==> config.mk <==
export PLATFORM = sky130hd
export DESIGN_NAME = cmd_arbiter
export DESIGN_NICKNAME = d
export VERILOG_FILES = /design/src/rtl/cmd_arbiter.sv
export SDC_FILE = /design/constraint.sdc
export NUM_CORES = 1
export LEC_CHECK = 0
export ABC_AREA = 0
export CAP_MARGIN = 10
export CORE_UTILIZATION = 40
export CTS_CLUSTER_SIZE = 20
export DETAILED_ROUTE_END_ITERATION = 10
export DONT_BUFFER_PORTS = 1
export GPL_TIMING_DRIVEN = 0
export SLEW_MARGIN = 25
export SYNTH_ARGS = -nofsm -noshare
export SYNTH_HDL_FRONTEND = slang
export SYNTH_SLANG_ARGS = --single-unit
==> constraint.sdc <==
create_clock -name clk -period 2.19 [get_ports clk]
set_clock_uncertainty 0.2 [all_clocks]
set_input_delay 0.219 -clock clk [delete_from_list [all_inputs] [get_ports clk]]
set_output_delay 0.219 -clock clk [all_outputs]
set_load 0.05 [all_outputs]
==> src/rtl/cmd_arbiter.sv <==
// cmd_arbiter: two-requester round-robin command arbiter in front of a control FSM.
//
// Accepts one AXIS command word from either the host debugger (cmd0) or the
// trigger unit (cmd1), forwards it to the control FSM (cmd_out) and tracks the
// FSM through START -> running -> START before accepting the next command.
//
// Ports:
//   clk, rst                  clock, asynchronous active-high reset
//   cmd0_TDATA/TVALID/TREADY  requester 0 (host debugger) AXIS slave
//   cmd1_TDATA/TVALID/TREADY  requester 1 (trigger unit) AXIS slave
//   cmd_out_TDATA/TVALID/TREADY  AXIS master towards control FSM cmd_in
//   fsm_state                 control FSM curr_state (0 = START)
//   grant                     one-hot owner of the current operation, 0 when idle
//   busy                      high whenever not IDLE
//   timeout_err               one-cycle pulse on watchdog abort
//
// Optional build: define CMD_ARBITER_TIMEOUT_EN to enable a watchdog that
// aborts an operation after TIMEOUT_CYCLES cycles in WAIT_START/RUN.

module cmd_arbiter #(
  parameter int unsigned TIMEOUT_CYCLES = 1024
) (
  input  logic        clk,
  input  logic        rst,
  input  logic [28:0] cmd0_TDATA,
  input  logic        cmd0_TVALID,
  output logic        cmd0_TREADY,
  input  logic [28:0] cmd1_TDATA,
  input  logic        cmd1_TVALID,
  output logic        cmd1_TREADY,
  output logic [28:0] cmd_out_TDATA,
  output logic        cmd_out_TVALID,
  input  logic        cmd_out_TREADY,
  input  logic [9:0]  fsm_state,
  output logic [1:0]  grant,
  output logic        busy,
  output logic        timeout_err
);

  typedef enum logic [2:0] {
    S_IDLE,
    S_CAPTURE,
    S_ISSUE,
    S_WAIT_START,
    S_RUN
  } state_e;

  state_e      state_q, state_d;
  logic [28:0] data_q, data_d;
  logic [1:0]  grant_q, grant_d;
  logic        last_q, last_d;         // 1: requester 1 was served last
  logic        zero_seen_q, zero_seen_d;
  logic        pick1;
  logic        expired;

  // Requester 1 wins when it is the only one valid, or on a tie when
  // requester 0 was the one served last.
  assign pick1 = cmd1_TVALID && (!cmd0_TVALID || !last_q);

`ifdef CMD_ARBITER_TIMEOUT_EN
  localparam int unsigned CNT_W = (TIMEOUT_CYCLES < 1) ? 1 : $clog2(TIMEOUT_CYCLES + 1);

  logic [CNT_W-1:0] cnt_q, cnt_d;

  // Counts cycles spent in the current WAIT_START/RUN state; any state change
  // (including WAIT_START -> RUN) restarts it from zero.
  always_comb begin
    cnt_d = '0;
    if ((state_q == S_WAIT_START || state_q == S_RUN) && state_d == state_q) begin
      cnt_d = cnt_q + 1'b1;
    end
  end

  always_ff @(posedge clk or posedge rst) begin
    if (rst) begin
      cnt_q <= '0;
    end else begin
      cnt_q <= cnt_d;
    end
  end

  assign expired     = (state_q == S_WAIT_START || state_q == S_RUN) &&
                       (cnt_q == CNT_W'(TIMEOUT_CYCLES));
  assign timeout_err = expired;
`else
  logic [31:0] unused_timeout_cfg;

  assign unused_timeout_cfg = TIMEOUT_CYCLES;
  assign expired            = 1'b0;
  assign timeout_err        = 1'b0;
`endif

  always_comb begin
    state_d     = state_q;
    data_d      = data_q;
    grant_d     = grant_q;
    last_d      = last_q;
    zero_seen_d = 1'b0;
    cmd0_TREADY = 1'b0;
    cmd1_TREADY = 1'b0;

    unique case (state_q)
      S_IDLE: begin
        // TREADY is gated by rst so nothing is acknowledged while held in reset.
        if (!rst && (cmd0_TVALID || cmd1_TVALID)) begin
          cmd0_TREADY = !pick1;
          cmd1_TREADY = pick1;
          data_d      = pick1 ? cmd1_TDATA : cmd0_TDATA;
          grant_d     = pick1 ? 2'b10 : 2'b01;
          state_d     = S_CAPTURE;
        end
      end
      S_CAPTURE: begin
        if (data_q == '0) begin
          grant_d = '0;
          last_d  = grant_q[1];
          state_d = S_IDLE;
        end else begin
          state_d = S_ISSUE;
        end
      end
      S_ISSUE: begin
        if (cmd_out_TREADY) begin
          state_d = S_WAIT_START;
        end
      end
      S_WAIT_START: begin
        // Two consecutive START cycles mean the FSM consumed the command
        // without leaving START.
        if (fsm_state != '0) begin
          state_d = S_RUN;
        end else if (zero_seen_q) begin
          grant_d = '0;
          last_d  = grant_q[1];
          state_d = S_IDLE;
        end else begin
          zero_seen_d = 1'b1;
        end
      end
      S_RUN: begin
        if (fsm_state == '0) begin
          grant_d = '0;
          last_d  = grant_q[1];
          state_d = S_IDLE;
        end
      end
      default: begin
        state_d = S_IDLE;
        grant_d = '0;
      end
    endcase

    if (expired) begin
      grant_d     = '0;
      last_d      = grant_q[1];
      zero_seen_d = 1'b0;
      state_d     = S_IDLE;
    end
  end

  always_ff @(posedge clk or posedge rst) begin
    if (rst) begin
      state_q     <= S_IDLE;
      data_q      <= '0;
      grant_q     <= '0;
      last_q      <= 1'b1;
      zero_seen_q <= 1'b0;
    end else begin
      state_q     <= state_d;
      data_q      <= data_d;
      grant_q     <= grant_d;
      last_q      <= last_d;
      zero_seen_q <= zero_seen_d;
    end
  end

  assign cmd_out_TVALID = (state_q == S_ISSUE);
  assign cmd_out_TDATA  = cmd_out_TVALID ? data_q : '0;
  assign grant          = grant_q;
  assign busy           = (state_q != S_IDLE);

endmodule

=== Word-level counts from Yosys, hierarchy flattened ===
Cells that the tools add are included.

* Equal/unequal tests: 11
* Reduce and logical (&&, ||, !) cells: 18
* Multiplexer cells: 28
* Bitwise operators: 1

{| class="wikitable"
|+ Operators with widths
! operator !! count
|-
| two-way mux 29 bit || 2
|-
| logical NOT 29 bit || 1
|-
| two-way mux 3 bit || 5
|-
| one-hot mux 3 bit (5 select lines) || 1
|-
| two-way mux 2 bit || 7
|-
| two-way mux 1 bit || 11
|-
| logical NOT 10 bit || 1
|-
| inequality test 2 bit (second input constant) || 5
|-
| one-hot mux 2 bit (5 select lines) || 1
|-
| nonzero test 10 bit || 1
|-
| equality test 3 x 2 -> 1 bit (second input constant) || 2
|-
| AND reduction 6 bit || 1
|-
| nonzero test 3 bit || 2
|-
| AND reduction 5 bit || 1
|-
| logical NOT 1 bit || 4
|-
| AND reduction 4 bit || 1
|-
| equality test 3 x 1 -> 1 bit (second input constant) || 1
|-
| equality test 3 bit (second input constant) || 1
|-
| logical NOT 3 bit || 1
|-
| inequality test 3 bit (second input constant) || 1
|-
| one-hot mux 1 bit (3 select lines) || 1
|-
| logical AND 1 bit || 2
|-
| logical OR 1 bit || 2
|-
| inequality test 2 x 1 -> 1 bit (second input constant) || 1
|-
| other kinds (2) || 2
|}

* Output and inout port bits: 36
* Bits in registers: 36
* Word-level logic and storage cells: 63

=== Logic depth before layout (Yosys ltp) ===
Gate-level depths: netlist of run 1.

* Depth after elaboration: 6
* Mapped depth: 6
* Mapped depth without buffers: 5

=== Worst setup path before layout of run 1 ===
OpenSTA, ideal clock, no wires.

* Path type: input -> output
* Start: in rst
* End: out cmd0_TREADY
* Data arrival time: 2441 ps
* Required time: 1771 ps
* Stages on the path: 3
* Path buffers: 0
* Setup slack: -670 ps
* Cells stage by stage: inv_1 -> o21ai_1 -> nor3_1

* Longest elaborated chain between the ends: 4

{| class="wikitable"
|+ Ends and longest elaborated chain
! item !! RTL line !! source
|-
| from (decl) || 24 || <nowiki>input logic rst,</nowiki>
|-
| logical NOT 1 bit (no line) || -- ||
|-
| logical AND 1 bit || 105 || <nowiki>if (!rst && (cmd0_TVALID || cmd1_TVALID)) begin</nowiki>
|-
| two-way mux 1 bit || 105 ||
|-
| two-way mux 1 bit || 102 || <nowiki>unique case (state_q)</nowiki>
|-
| to (decl) || 27 || <nowiki>output logic cmd0_TREADY,</nowiki>
|}

No other way between the ends.

=== Worst setup path after layout of run 1 ===
* Start: reg last_q
* End: out cmd0_TREADY

* Longest elaborated chain between the ends: 6

{| class="wikitable"
|+ Ends and longest elaborated chain
! item !! RTL line !! source
|-
| from (decl) || 51 || <nowiki>logic last_q, last_d;</nowiki>
|-
| from (signal assigned) || 172 || <nowiki>last_q <= last_d;</nowiki>
|-
| logical NOT 1 bit || 58 || <nowiki>assign pick1 = cmd1_TVALID && (!cmd0_TVALID || !last_q);</nowiki>
|-
| logical OR 1 bit || 58 ||
|-
| logical AND 1 bit || 58 ||
|-
| logical NOT 1 bit || 106 || <nowiki>cmd0_TREADY = !pick1;</nowiki>
|-
| two-way mux 1 bit || 105 ||
|-
| two-way mux 1 bit || 102 ||
|}

No other way between the ends.

==> key figures, run 1 <==
Synth
  – Synth Register Bits: 36
  – Post-synth EDFFs: 0
  – Unique cell type count in the Yosys netlist: 30
  – Synth Cell Area: 0.00201 mm2
  – Post-synth top flop: dfrtp_1
  – Gate count of the mapped netlist: 218
  – Sequential fraction of the synthesis area: 0.450
  – Syn Area/Cell: 9.20 um2
  – Ys async rst share: 1.00
  – Yosys warning count: 0
  – Post-synth net total: 291

Floorplan
  – Initial Util: 0.419
  – Io pins: 109
  – # rows: 25
  – Die span in y: 72.8 um
  – Die width: 72.8 um
  – Die Area: 0.00530 mm2
  – CORE AREA: 0.00479 mm2

Clock tree
  – Clk pin slew, worst setup/hold paths: 0.07 ns
  – CTS tree: done
  – Clock root cell: clkbuf_8
  – Worst-Skew Late Latency: 0.29 ns
  – CTS Buffer Depth: 2
  – CTS Buf Count: 5
  – CTS Sinks: 36
  – H-tree Lvls: 2

Pwr
  – Maximum ir drop on the vdd rail: 801 uV
  – Lkg Pwr: 0.00132 uW
  – PD cells: 1510 mW/mm2

Route
  – Detail Route Antenna Nets: 0
  – Post-route DRC: 0
  – Via Count: 1,934
  – Wire per inst: 16.8 um
  – Avg Vias per Cell: 5.42
  – Detailed Route WL: 6010 um
  – Drt pass-1 iters: 4
  – Iter 0 DRT Violations: 101

Place
  – IO buf count: 0
  – Final HPWL DP: 3640 um
  – RePlAce Congestion: 0.731
  – Placed Instance Area: 0.00211 mm2
  – DP Worst Slack: -0.374 ns

STA
  – Worst-margin pin slew: 0.913 ns
  – Min setup slack post-route: 0.0562 ns
  – Clock period minus worst slack: 2.13 ns
  – Final Hold Vio Count: 0
  – Final Cycle Share: 0.974
  – F_max: 469 MHz
  – Hold_ws: 0.188 ns
  – Slew Limit Fails: 0
  – Worst slew margin: 0.389
  – Final setup vio count: 0

Global route
  – First-pass GRT wire length: 9330 um
  – Grt ovf: 0
  – Largest net degree at the start of global routing: 19
  – All-Layer GR Usage: 0.238
  – Vias in the first global route: 1,907
  – Initial antenna violation count: 0

Worst setup path
  – Crit Path Category: flop to output pin
  – Critical path peak fanout: 10
  – CP Capture Type: output pin
  – Worst EP arrival: 1.71 ns
  – Worst setup SP type: flop
  – CP required: 1.77 ns

Finish
  – Share of cells above drive strength 1: 0.217
  – Final instance area: 0.00294 mm2
  – Layout area overhead: 46.4%
  – N_diodes: 0
  – Layout Nets: 362

Flow run
  – Max_cap viols: 0

Status
  – Status: completed

Worst hold path
  – Hold Crit Class: primary input to flop
==> per-stage QoR <==
| step | instances | power [uW] | utilization | TNS [ns] |
|---|---|---|---|---|
| 2_1_floorplan | 218 | 3220 | - | 0 |
| 3_3_place_gp | 285 | 3550 | 0.441 | -10.05 |
| 3_5_place_dp | 285 | 3580 | 0.441 | -9.99 |
| 4_1_cts | 357 | 4400 | 0.610 | 0 |
| 5_1_grt | 357 | 4670 | 0.613 | -0.00151 |
| 6_report | 357 | 4420 | 0.613 | 0 |
==> flip-flops by register name (all words and copies together) (netlist names) <==
register / cells
data_q: 29
state_q: 3
last_q: 1
grant: 2
zero_seen_q: 1
==> routing by layer <==
metal,vias to the layer above,global-route usage,share of wire
met1,922,0.297,0.41
met3,10,0.0732,0.070
li1,912,-,-
met4,0,0.0937,0.019
met5,-,0,0
met2,90,0.387,0.50
==> cell usage in the layout, fill, tap and decap left out, types with 2 or more instances in the layout <==
cell type / n
dlygate4sd3_1: 63
clkbuf_1: 4
o21ai_0: 2
mux2i_1: 29
buf_4: 4
clkbuf_2: 5
and3_2: 29
nor4_1: 6
buf_2: 2
a21oi_1: 31
nand2_1: 8
clkbuf_8: 7
a21o_1: 3
nor2b_1: 2
o21ai_2: 2
dfrtp_1: 34
nor2_1: 33
nand4_1: 2
buf_1: 2
==> critical path, cell delays in order, from the launching register on <==
cell,delay (ns)
dfstp_2,0.54
a21boi_1,0.12
buf_4,0.24
nor3_4,0.52
==> where the power goes <==
| group | total (uW) | switching (uW) | internal, uW |
|---|---|---|---|
| sequential | 1240 | 254 | 984 |
| combinational | 2530 | 1850 | 678 |
| clock | 651 | 249 | 402 |
==> Yosys cell counts, types with 3 or more instances <==
cell,n,share of area
nor2_1,34,0.064
nor4_1,6,0.019
a21oi_1,31,0.077
a21o_1,3,0.011
and3_1,29,0.090
buf_1,3,0.0056
clkbuf_1,10,0.019
nand2_1,8,0.015
mux2i_1,29,0.14
dfrtp_1,35,0.44
buf_2,3,0.0075
==> layout make-up <==
cell class,instances,area (um2)
plain buffers,17,87.6
well taps,67,83.8
repair buffers,64,638
multi-input cells,162,1080
clock buffers,7,96.3
flip-flops and latches,36,903
repair inverters,1,5.00
clock inverters,1,30.0
inverters,2,11.3
fillers,424,1850
==> worst paths after layout <==
path / start / to / slack (ns) / cells after the start
max in group asynchronous: rst / state_q[1] / 0.79 / 2
hold reg to reg: grant[1] / grant[1] / 0.32 / 1
min in group asynchronous: rst / data_q[16] / 0.36 / 2
hold / removal: fsm_state[8] / grant[1] / 0.19 / 3
setup / recovery: last_q / cmd0_TREADY / 0.06 / 3
setup reg to reg: state_q[1] / data_q[27] / 0.18 / 5
==> cells by family (layout without fill, tap and decap cells) <==
logic type / Yosys count / in the layout / synth area share
mux: 30 / 30 / 0.152
other cells: 1 / 1 / 0.00187
flops: 36 / 36 / 0.450
simple gates: 89 / 89 / 0.235
buf+inv: 20 / 92 / 0.0430
compound gates: 42 / 42 / 0.119
==> what timing repair did <==
item / 4_1_cts / 5_1_grt
hold endpoints to repair: 69 / 0
buffers inserted: 1 / 0
pin swaps: 2 / 1
cloned: 1 / 0
resized for setup: 33 / 14
setup endpoints to repair: 61 / 51
hold buffers: 63 / 0
No activity file was read; power rests on OpenSTA's default activity.
==> run 2: changes to the inputs <==
--- a/config.mk
+++ b/config.mk
@@ -6,7 +6,7 @@
 export NUM_CORES = 1
 export LEC_CHECK = 0
 export ABC_AREA = 0
-export CAP_MARGIN = 10
+export CAP_MARGIN = 20
 export CORE_UTILIZATION = 40
 export CTS_CLUSTER_SIZE = 20
 export DETAILED_ROUTE_END_ITERATION = 10
==> results of run 2 <==
The final DEF is identical to that of run 1; final timing and power are the same.
==> run 3: changes to the inputs <==
--- a/config.mk
+++ b/config.mk
@@ -6,7 +6,6 @@
 export NUM_CORES = 1
 export LEC_CHECK = 0
 export ABC_AREA = 0
-export CAP_MARGIN = 20
 export CORE_UTILIZATION = 40
 export CTS_CLUSTER_SIZE = 20
 export DETAILED_ROUTE_END_ITERATION = 10
==> constraint.sdc (replaced) <==
create_clock -name clk -period 2.19 [get_ports clk]
set_clock_uncertainty 0.2 [all_clocks]
set_input_delay 0.438 -clock clk [delete_from_list [all_inputs] [get_ports clk]]
set_output_delay 0.438 -clock clk [all_outputs]
set_load 0.05 [all_outputs]
==> key figures, run 3 (synthesis results as in run 1) <==
Status
  – Status: complete, but fails checks
  – Failing checks: setup timing

Route
  – Drt pass-1 iters: 4 (unchanged)
  – Detail Route Antenna Nets: 0 (unchanged)
  – Via Count: 1,691 (-13%)
  – Wire per inst: 18.1 um (+7.5%)
  – Post-route DRC: 0 (unchanged)
  – Detailed Route WL: 5340 um (-11%)
  – Avg Vias per Cell: 5.73 (+5.8%)
  – Iter 0 DRT Violations: 92 (-8.9%)

Floorplan
  – Die width: 72.8 um (unchanged)
  – Die span in y: 72.8 um (unchanged)
  – # rows: 25 (unchanged)
  – Die Area: 0.00530 mm2 (unchanged)
  – Io pins: 109 (unchanged)
  – CORE AREA: 0.00479 mm2 (unchanged)
  – Initial Util: 0.419 (unchanged)

STA
  – Worst slew margin: 0.402 (+0.0124)
  – Setup_tns: -0.273 ns (-0.273 ns)
  – Slew Limit Fails: 0 (unchanged)
  – Min setup slack post-route: -0.189 ns (-0.246 ns)
  – F_max: 420 MHz (-10%)
  – Clock period minus worst slack: 2.38 ns (+0.246 ns)
  – Final setup vio count: 2 (+2)
  – RSZ-0062 raised after global routing: true
  – Final Hold Vio Count: 0 (unchanged)
  – Worst-margin pin slew: 0.894 ns (-0.0185 ns)
  – Final Cycle Share: 1.09 (+0.112)

Worst setup path
  – Critical path peak fanout: 3 (-7)
  – Worst EP arrival: 1.74 ns (+0.03 ns)
  – Worst setup SP type: flop
  – Crit Path Category: flop to output pin
  – Worst R2R Path Depth: 5 (unchanged)
  – CP required: 1.55 ns (-0.22 ns)
  – CP Capture Type: output pin

Clock tree
  – H-tree Lvls: 2 (unchanged)
  – CTS Buffer Depth: 2 (unchanged)
  – CTS Buf Count: 5 (unchanged)
  – CTS Sinks: 36 (unchanged)
  – Clock root cell: clkbuf_8
  – Worst-Skew Late Latency: 0.29 ns (about the same)
  – Clk pin slew, worst setup/hold paths: 0.07 ns (about the same)
  – CTS tree: done

Flow run
  – Max_cap viols: 0 (unchanged)

Global route
  – All-Layer GR Usage: 0.215 (-0.0232)
  – Vias in the first global route: 1,602 (-16%)
  – Grt ovf: 0 (unchanged)
  – Initial antenna violation count: 0 (unchanged)
  – First-pass GRT wire length: 8360 um (-10%)
  – Largest net degree at the start of global routing: 19 (unchanged)

Pwr
  – Maximum ir drop on the vdd rail: 771 uV (-3.8%)
  – PD cells: 1830 mW/mm2 (+21%)
  – Lkg Pwr: 0.00103 uW (-22%)

Finish
  – Final instance area: 0.00242 mm2 (-17%)
  – Most frequent cells in the layout: dfrtp_1, nor2_1, a21oi_1, mux2i_1, and3_4
  – Layout area overhead: 20.8%
  – Layout Nets: 301 (-17%)
  – Max reg flops: 29 (unchanged)
  – Share of cells above drive strength 1: 0.281 (+0.0635)
  – Most common cell after layout, fill and taps aside: dfrtp_1
  – Reg with most FFs: data_q
  – N_diodes: 0 (unchanged)
  – Fillers: 486 (+15%)

Worst hold path
  – Worst hold stages: 3 (unchanged)
  – Hold Crit Class: primary input to flop

Place
  – Placed Instance Area: 0.00212 mm2 (+0.59%)
  – Final HPWL DP: 3690 um (+1.4%)
  – IO buf count: 0 (unchanged)
  – RePlAce Congestion: 0.735 (+0.55%)
[run 3: cell types whose count changed in the layout (fill, tap and decap cells not counted)]
cell / change
and3_2: -29
and3_4: +29
buf_2: +4
buf_4: -1
bufinv_16: -1
clkbuf_1: -1
clkbuf_2: -4
clkbuf_4: +1
dlygate4sd3_1: -60
nor2_1: -1
nor2_2: +1
o21ai_1: -1
o21ai_4: +1
[run 3: report_power, final]
part	leakage, uW	total, uW	switching [uW]	internal, uW
combinational	0.000574	2670	1870	793
clock	0.0000503	515	235	280
sequential	0.000406	1250	268	984
total	0.00103	4430	2380	2060
[run 3: worst max-delay path, cell delays in order (launching register included)]
cell and delay [ns]:
dfrtp_2 0.41, or3_4 0.51, nor3_4 0.53
[run 3: worst paths after layout]
path | endpoint | slack [ns] | start
max | cmd0_TREADY | -0.19 | state_q[1]
min | zero_seen_q | 0.14 | fsm_state[9]
max reg2reg | data_q[22] | 0.17 | state_q[1]
min reg2reg | grant[1] | 0.31 | grant[1]
max in group asynchronous | state_q[1] | 0.56 | rst
min in group asynchronous | last_q | 0.46 | rst
[run 3: stage by stage]
stage	std cells	hold slack, ns	setup slack (ns)	total power (uW)	util
CTS	295	0.132	-0.219	4390	0.499
global route	295	0.165	-0.238	4710	0.506
floorplan	218	0.207	0.0325	3220	-
finish	295	0.138	-0.189	4430	0.506
detailed placement	285	0.302	-0.350	3590	0.444
global placement	285	0.299	-0.340	3550	0.444
[run 3: final cells by class]
class	count	area (um2)	share of cell area
buffer	16	83.8	0.0346
timing repair inverter	1	5.00	0.00207
sequential	36	903	0.373
clock buffer	7	96.3	0.0398
multi-input combinational	162	1200	0.496
timing repair buffer	4	37.5	0.0155
tap	67	83.8	0.0346
inverter	2	11.3	0.00465
[run 3: timing repair]
| action | CTS | global route |
|---|---|---|
| resized for setup | 60 | 13 |
| gates cloned | 1 | 0 |
| buffers inserted | 1 | 0 |
| pin swaps | 2 | 1 |
| hold buffers | 3 | 0 |
| endpoints found under the setup margin | 60 | 41 |
| endpoints found under the hold margin | 35 | 0 |
[run 3: layer usage]
| metal | wire [um] | track usage |
|---|---|---|
| met1 | 2280 | 0.286 |
| met3 | 350 | 0.0608 |
| met4 | 41 | 0.0588 |
| met5 | 0 | 0 |
| met2 | 2660 | 0.345 |
